<file path="src/rtl/breakout_pkg.sv">
// Shared constants and state encoding for the breakout game blocks.
// pong_graph is expected to pick up the same screen/brick constants.
package breakout_pkg;

    localparam int unsigned MAX_X      = 640;
    localparam int unsigned MAX_Y      = 480;
    localparam int unsigned REFR_Y     = 481;
    localparam int unsigned NUM_BRICKS = 48;

    localparam int unsigned PIX_W      = 10;
    localparam int unsigned BTN_W      = 5;
    localparam int unsigned STATE_W    = 3;
    localparam int unsigned SCORE_W    = 8;
    localparam int unsigned BALLS_W    = 2;
    localparam int unsigned TIMER_W    = 7;
    localparam int unsigned HIT_CNT_W  = 6;

    typedef enum logic [STATE_W-1:0] {
        ST_NEWGAME = 3'd0,
        ST_PLAY    = 3'd1,
        ST_NEWBALL = 3'd2,
        ST_OVER    = 3'd3,
        ST_CLEAR   = 3'd4
    } state_t;

endpackage

</file>
<file path="src/rtl/breakout_ctrl_bcd_counter2.sv">
// Two-digit BCD counter with synchronous clear and saturation at 99.
module bcd_counter2
    import breakout_pkg::*;
(
    input  logic               clk,
    input  logic               reset,
    input  logic               clr,
    input  logic               inc,
    output logic [SCORE_W-1:0] value
);

    logic [3:0] ones_q;
    logic [3:0] tens_q;
    logic       at_max;

    assign at_max = (tens_q == 4'd9) && (ones_q == 4'd9);

    always_ff @(posedge clk or posedge reset) begin
        if (reset) begin
            ones_q <= '0;
            tens_q <= '0;
        end else if (clr) begin
            ones_q <= '0;
            tens_q <= '0;
        end else if (inc && !at_max) begin
            if (ones_q == 4'd9) begin
                ones_q <= '0;
                tens_q <= tens_q + 4'd1;
            end else begin
                ones_q <= ones_q + 4'd1;
            end
        end
    end

    assign value = {tens_q, ones_q};

endmodule

</file>
<file path="src/rtl/breakout_ctrl.sv">
// Game-control FSM downstream of pong_graph: frame tick, hit/miss edge
// detection, between-round timer, score and ball bookkeeping.
module breakout_ctrl
    import breakout_pkg::*;
#(
    parameter int unsigned BALLS_INIT   = 3,
    parameter int unsigned TIMER_TICKS  = 120,
    parameter int unsigned BRICKS_TOTAL = NUM_BRICKS
) (
    input  logic               clk,
    input  logic               reset,
    input  logic [BTN_W-1:0]   btn,
    input  logic [PIX_W-1:0]   pix_x,
    input  logic [PIX_W-1:0]   pix_y,
    input  logic               hit,
    input  logic               miss,
    output logic               gra_still,
    output logic [SCORE_W-1:0] score_bcd,
    output logic [BALLS_W-1:0] balls_left,
    output logic [STATE_W-1:0] game_state,
    output logic               game_over,
    output logic               cleared
);

    state_t                 state_q;
    state_t                 state_d;
    logic                   tick_cond;
    logic                   tick_cond_q;
    logic                   fr_tick;
    logic                   hit_q;
    logic                   miss_q;
    logic                   hit_ev;
    logic                   miss_ev;
    logic                   press;
    logic [TIMER_W-1:0]     timer_q;
    logic                   timer_zero;
    logic [HIT_CNT_W-1:0]   hit_cnt_q;
    logic                   hit_last;
    logic                   start_game;
    logic                   load_timer;
    logic                   dec_ball;
    logic                   count_hit;

    // Edge-detect the refresh coordinate so a slow pixel enable still yields one tick.
    assign tick_cond = (pix_y == PIX_W'(REFR_Y)) && (pix_x == '0);
    assign fr_tick   = tick_cond && !tick_cond_q;
    assign hit_ev    = hit && !hit_q;
    assign miss_ev   = miss && !miss_q;
    assign press     = |btn;

    always_ff @(posedge clk or posedge reset) begin
        if (reset) begin
            tick_cond_q <= 1'b0;
            hit_q       <= 1'b0;
            miss_q      <= 1'b0;
        end else begin
            tick_cond_q <= tick_cond;
            hit_q       <= hit;
            miss_q      <= miss;
        end
    end

    assign timer_zero = (timer_q == '0);
    assign hit_last   = ((hit_cnt_q + HIT_CNT_W'(1)) == HIT_CNT_W'(BRICKS_TOTAL));

    always_ff @(posedge clk or posedge reset) begin
        if (reset) begin
            state_q <= ST_NEWGAME;
        end else begin
            state_q <= state_d;
        end
    end

    // Next state and datapath strobes; a clearing hit overrides a simultaneous miss.
    always_comb begin
        state_d    = state_q;
        start_game = 1'b0;
        load_timer = 1'b0;
        dec_ball   = 1'b0;
        count_hit  = 1'b0;
        case (state_q)
            ST_NEWGAME: begin
                if (press) begin
                    start_game = 1'b1;
                    state_d    = ST_PLAY;
                end
            end
            ST_PLAY: begin
                count_hit = hit_ev;
                if (miss_ev) begin
                    dec_ball   = 1'b1;
                    load_timer = 1'b1;
                    state_d    = (balls_left > BALLS_W'(1)) ? ST_NEWBALL : ST_OVER;
                end
                if (hit_ev && hit_last) begin
                    load_timer = 1'b1;
                    state_d    = ST_CLEAR;
                end
            end
            ST_NEWBALL: begin
                if (timer_zero && press) begin
                    state_d = ST_PLAY;
                end
            end
            ST_OVER, ST_CLEAR: begin
                if (timer_zero) begin
                    state_d = ST_NEWGAME;
                end
            end
            default: begin
                state_d = ST_NEWGAME;
            end
        endcase
    end

    always_ff @(posedge clk or posedge reset) begin
        if (reset) begin
            timer_q <= '0;
        end else if (load_timer) begin
            timer_q <= TIMER_W'(TIMER_TICKS);
        end else if (fr_tick && !timer_zero) begin
            timer_q <= timer_q - TIMER_W'(1);
        end
    end

    always_ff @(posedge clk or posedge reset) begin
        if (reset) begin
            hit_cnt_q <= '0;
        end else if (start_game) begin
            hit_cnt_q <= '0;
        end else if (count_hit) begin
            hit_cnt_q <= hit_cnt_q + HIT_CNT_W'(1);
        end
    end

    always_ff @(posedge clk or posedge reset) begin
        if (reset) begin
            balls_left <= BALLS_W'(BALLS_INIT);
        end else if (start_game) begin
            balls_left <= BALLS_W'(BALLS_INIT);
        end else if (dec_ball && (balls_left != '0)) begin
            balls_left <= balls_left - BALLS_W'(1);
        end
    end

    bcd_counter2 u_score (
        .clk   (clk),
        .reset (reset),
        .clr   (start_game),
        .inc   (count_hit),
        .value (score_bcd)
    );

    // Moore flags trail the state register by one clock.
    always_ff @(posedge clk or posedge reset) begin
        if (reset) begin
            gra_still <= 1'b1;
            game_over <= 1'b0;
            cleared   <= 1'b0;
        end else begin
            gra_still <= (state_q != ST_PLAY);
            game_over <= (state_q == ST_OVER);
            cleared   <= (state_q == ST_CLEAR);
        end
    end

    assign game_state = state_q;

endmodule

</file>
<file path="config.mk">
export PLATFORM = sky130hd
export DESIGN_NAME = breakout_ctrl
export DESIGN_NICKNAME = d
export VERILOG_FILES = /design/src/rtl/breakout_pkg.sv /design/src/rtl/breakout_ctrl_bcd_counter2.sv /design/src/rtl/breakout_ctrl.sv
export SDC_FILE = /design/constraint.sdc
export NUM_CORES = 1
export LEC_CHECK = 0
export CAP_MARGIN = 30
export CORE_UTILIZATION = 46
export CTS_BUF_LIST = sky130_fd_sc_hd__clkbuf_4 sky130_fd_sc_hd__clkbuf_8
export CTS_CLUSTER_SIZE = 25
export DETAILED_ROUTE_END_ITERATION = 8
export GPL_ROUTABILITY_DRIVEN = 0
export MAX_ROUTING_LAYER = met4
export PLACE_DENSITY = 0.89
export SLEW_MARGIN = 10
export SYNTH_ARGS = -nofsm -noshare
export SYNTH_HDL_FRONTEND = slang
export SYNTH_SLANG_ARGS = --single-unit
</file>
<file path="constraint.sdc">
create_clock -name clk -period 1.9 [get_ports clk]
set_clock_uncertainty 0.1 [all_clocks]
set_input_delay 0.19 -clock clk [delete_from_list [all_inputs] [get_ports clk]]
set_output_delay 0.19 -clock clk [all_outputs]
set_load 0.03 [all_outputs]
</file>
==> impl_metrics.json, run 1 <==
{
  "holdWs_ns": 0.1863,
  "path_clk_slew_ns": 0.06,
  "wl_met2_um": 2443,
  "die-area_mm2": 0.004140,
  "reg2reg_setup_slack_ns": -0.02,
  "grt_start_max_net_pins": 33,
  "diodes": 0,
  "synth_top_area_share_pct": 40.59,
  "area_growth_pct": 54.51,
  "antenna_found_initial": 0,
  "insertion_delay_ns": 0.29,
  "placed_area_mm2": 0.002471,
  "cts_root_buf": "clkbuf_8",
  "cts_tree": "built",
  "fmax_mhz": 521.3,
  "p_leak_nw": 1.332,
  "syn_inst": 184,
  "outcome": "complete, but fails checks",
  "ys_warn_count": 0,
  "synth.area.top_cells": "dfrtp_1, ha_1, dfstp_2, o21ai_0, nand2_1",
  "drive_gt1_share_pct": 27.44,
  "start_kind": "flop",
  "layout_setup_ws_ns": -0.01846,
  "worstPathRequired_ns": 1.95,
  "grt_pass1_wl_um": 6989,
  "fillerInstances": 252,
  "vias": 1733,
  "r2r_cells": 6,
  "dr.max_layer_used": "met4",
  "violations": "negative setup slack",
  "hold_buffers": 0,
  "synth_seq_cells": 32,
  "dr.pass1.iters": 4,
  "endpoint_kind": "flop",
  "dp_hpwl_um": 3018,
  "power_mw": 2.438,
  "fp.dieW_um": 64.35,
  "wl_per_cell_um": 15.04,
  "num_rows": 22,
  "cp_max_fo": 7,
  "die_y_um": 64.35,
  "min-delay-path-class": "input port to async pin",
  "antenna_left": 0,
  "cts_buffers": 5,
  "syn_nets": 221,
  "dpl_worst_slack_ns": -0.3933,
  "wl_met3_um": 248,
  "dp_cells": 298,
  "timing.slew.headroom_pct": 70.86,
  "htreeDepth": 2,
  "routed_wl_um": 4724,
  "final_area_mm2": 0.002763,
  "grtUsageTotal_pct": 22.87,
  "drt-met1-wl_um": 1914,
  "ir_drop_mv": 0.7688,
  "synth_edf_count": 0,
  "cts_sinks": 32,
  "drv_slew": 0,
  "syn_area_mm2": 0.001788,
  "maxCapViolCount": 0,
  "p_per_area_mw_per_mm2": 882.5,
  "finalSetupViolations": 2,
  "fin_crit_sh_pct": 101.0,
  "fin_crit_ns": 1.918,
  "seq_area_frac_synth_pct": 45.00,
  "start_util_pct": 48.47,
  "io_pins": 45,
  "drc": 0,
  "fin_nets": 302,
  "fin_cells": 314,
  "via_per_inst": 5.519,
  "rsz0062_at_grt": "true",
  "grt_pass1_vias": 1535,
  "ys_types": 47,
  "synth_top_cell_by_area": "dfrtp_1",
  "drt-initial-drc-count": 95,
  "core-area_mm2": 0.003689,
  "critPathKind": "flop to flop",
  "r2r_start": "timer_q[1]",
  "hold_viol": 0,
  "grt_overflow": 0,
  "tns_ns": -0.02241,
  "clockBufferDepth": 2,
  "arrival_ns": 1.97,
  "worst_pin_slew_ns": 0.4338,
  "synthArstFlopShare_pct": 100.0,
  "io_buffers": 44,
  "synth.avg_cell_area_um2": 9.717,
  "finish.utilization_pct": 74.90,
  "rr_endpoint": "timer_q[3]",
  "ys.flop_type": "dfrtp_1"
}
cell usage after synthesis (2+ instances only):
| cell type | number |
|---|---|
| dfrtp_1 | 29 |
| nand2_1 | 15 |
| nor2_1 | 15 |
| o21ai_0 | 15 |
| inv_1 | 12 |
| ha_1 | 8 |
| or3_1 | 7 |
| a21oi_1 | 6 |
| nand3_1 | 5 |
| nor4_1 | 5 |
| xnor2_1 | 5 |
| nand2b_1 | 4 |
| nor2b_1 | 4 |
| a31oi_1 | 3 |
| and3_1 | 3 |
| dfstp_2 | 3 |
| nor3_1 | 3 |
| a21o_1 | 2 |
| and3b_1 | 2 |
| and4bb_2 | 2 |
| buf_2 | 2 |
| clkbuf_1 | 2 |
| mux2i_1 | 2 |
| nand3b_1 | 2 |
| nand4_1 | 2 |
| nand4b_1 | 2 |
| nor3b_1 | 2 |
| o31a_1 | 2 |
| o31ai_1 | 2 |
state kept, by name, indices dropped and copies added (netlist names):
register and count:
balls_left 2, cleared 1, game_over 1, game_state 3, gra_still 1, hit_cnt_q 6, hit_q 1, miss_q 1
tick_cond_q 1, timer_q 7, u_score.ones_q 4, u_score.tens_q 4
layout by cell type (no fill, tap or decap), types with 4 or more instances in the layout:
master,n
nor2_1,15
buf_4,35
o21ai_0,14
a21oi_1,5
or3_1,6
dfrtp_1,25
ha_1,6
nand2_1,15
clkdlybuf4s50_1,27
xnor2_1,5
nand2b_1,4
nor2b_1,4
clkbuf_8,6
dlymetal6s2s_1,17
nand3_1,5
inv_1,10
dfrtp_2,4
report_power, final:
part           switching [mW]  leakage, nW  internal, mW  total, mW
clock                   0.235       0.0523         0.323      0.559
sequential              0.121        0.396         0.822      0.943
combinational           0.497        0.884         0.440      0.937
how the worst max path moves through the flow:
stage                        from           endpoint  slack (ns)  depth (start not counted)
floorplan           game_state[1]  u_score.tens_q[1]       0.004                          6
global placement         pix_y[9]         timer_q[6]       -0.30                          6
detailed placement       pix_x[0]         timer_q[6]       -0.39                          6
CTS                  hit_cnt_q[0]         timer_q[3]      -0.004                          6
global route             pix_x[4]         timer_q[3]       -0.16                          6
finish                 timer_q[1]         timer_q[3]       -0.02                          6
kinds of logic (layout without fill, tap and decap cells):
logic type	after synthesis	count (layout)	synth area share, %
flops	32	32	45.00
fa+ha+maj	8	8	5.599
buf+inv	17	99	4.129
simple gates	83	83	28.48
xor+xnor	6	6	2.939
compound gates	36	36	12.74
mux	2	2	1.120
area by class of cell:
class                           instances  area [µm²]  area share [%]
Clock buffer                            8       97.59           3.533
Inverter                               12       45.04           1.630
Sequential cell                        32       809.5           29.30
Tap cell                               48       60.06           2.174
Multi-Input combinational cell        135        1005           36.37
Timing Repair Buffer                   79       745.7           26.99
worst max-delay path, cell delays in order (launching register included):
cell      delay (ns)
dfrtp_1         0.36
inv_2           0.06
ha_4            0.15
nand4_1         0.12
nand4b_1        0.29
o31a_1          0.34
or3_1           0.38
what timing repair did:
item | 4_1_cts | 5_1_grt
gates cloned | 0 | 0
pin swaps | 5 | 15
endpoints found under the hold margin | 0 | 0
buffers inserted | 2 | 6
resized for setup | 3 | 37
setup endpoints to repair | 5 | 8
routing by layer:
| layer | vias up | GRT usage [%] |
|---|---|---|
| met4 | 0 | 8.611 |
| met2 | 70 | 35.26 |
| li1 | 821 | - |
| met5 | - | - |
| met3 | 12 | 6.071 |
| met1 | 830 | 28.70 |
Note: power is estimated with default switching activity, not from simulation.
==> inputs of run 2 (changes only) <==
--- a/config.mk
+++ b/config.mk
@@ -5,7 +5,7 @@
 export SDC_FILE = /design/constraint.sdc
 export NUM_CORES = 1
 export LEC_CHECK = 0
-export CAP_MARGIN = 30
+export CAP_MARGIN = 10
 export CORE_UTILIZATION = 46
 export CTS_BUF_LIST = sky130_fd_sc_hd__clkbuf_4 sky130_fd_sc_hd__clkbuf_8
 export CTS_CLUSTER_SIZE = 25
@@ -13,7 +13,7 @@
 export GPL_ROUTABILITY_DRIVEN = 0
 export MAX_ROUTING_LAYER = met4
 export PLACE_DENSITY = 0.89
-export SLEW_MARGIN = 10
+export SLEW_MARGIN = 20
 export SYNTH_ARGS = -nofsm -noshare
 export SYNTH_HDL_FRONTEND = slang
 export SYNTH_SLANG_ARGS = --single-unit
==> results of run 2 <==
Same layout as run 1: the final DEF is identical, and so are final timing and power.
==> inputs of run 3 (changes only) <==
--- a/config.mk
+++ b/config.mk
@@ -5,7 +5,7 @@
 export SDC_FILE = /design/constraint.sdc
 export NUM_CORES = 1
 export LEC_CHECK = 0
-export CAP_MARGIN = 10
+export CAP_MARGIN = 20
 export CORE_UTILIZATION = 46
 export CTS_BUF_LIST = sky130_fd_sc_hd__clkbuf_4 sky130_fd_sc_hd__clkbuf_8
 export CTS_CLUSTER_SIZE = 25
@@ -13,7 +13,7 @@
 export GPL_ROUTABILITY_DRIVEN = 0
 export MAX_ROUTING_LAYER = met4
 export PLACE_DENSITY = 0.89
-export SLEW_MARGIN = 20
+export SLEW_MARGIN = 15
 export SYNTH_ARGS = -nofsm -noshare
 export SYNTH_HDL_FRONTEND = slang
 export SYNTH_SLANG_ARGS = --single-unit
==> results of run 3 <==
Same layout as run 1: the final DEF is identical, and so are final timing and power.
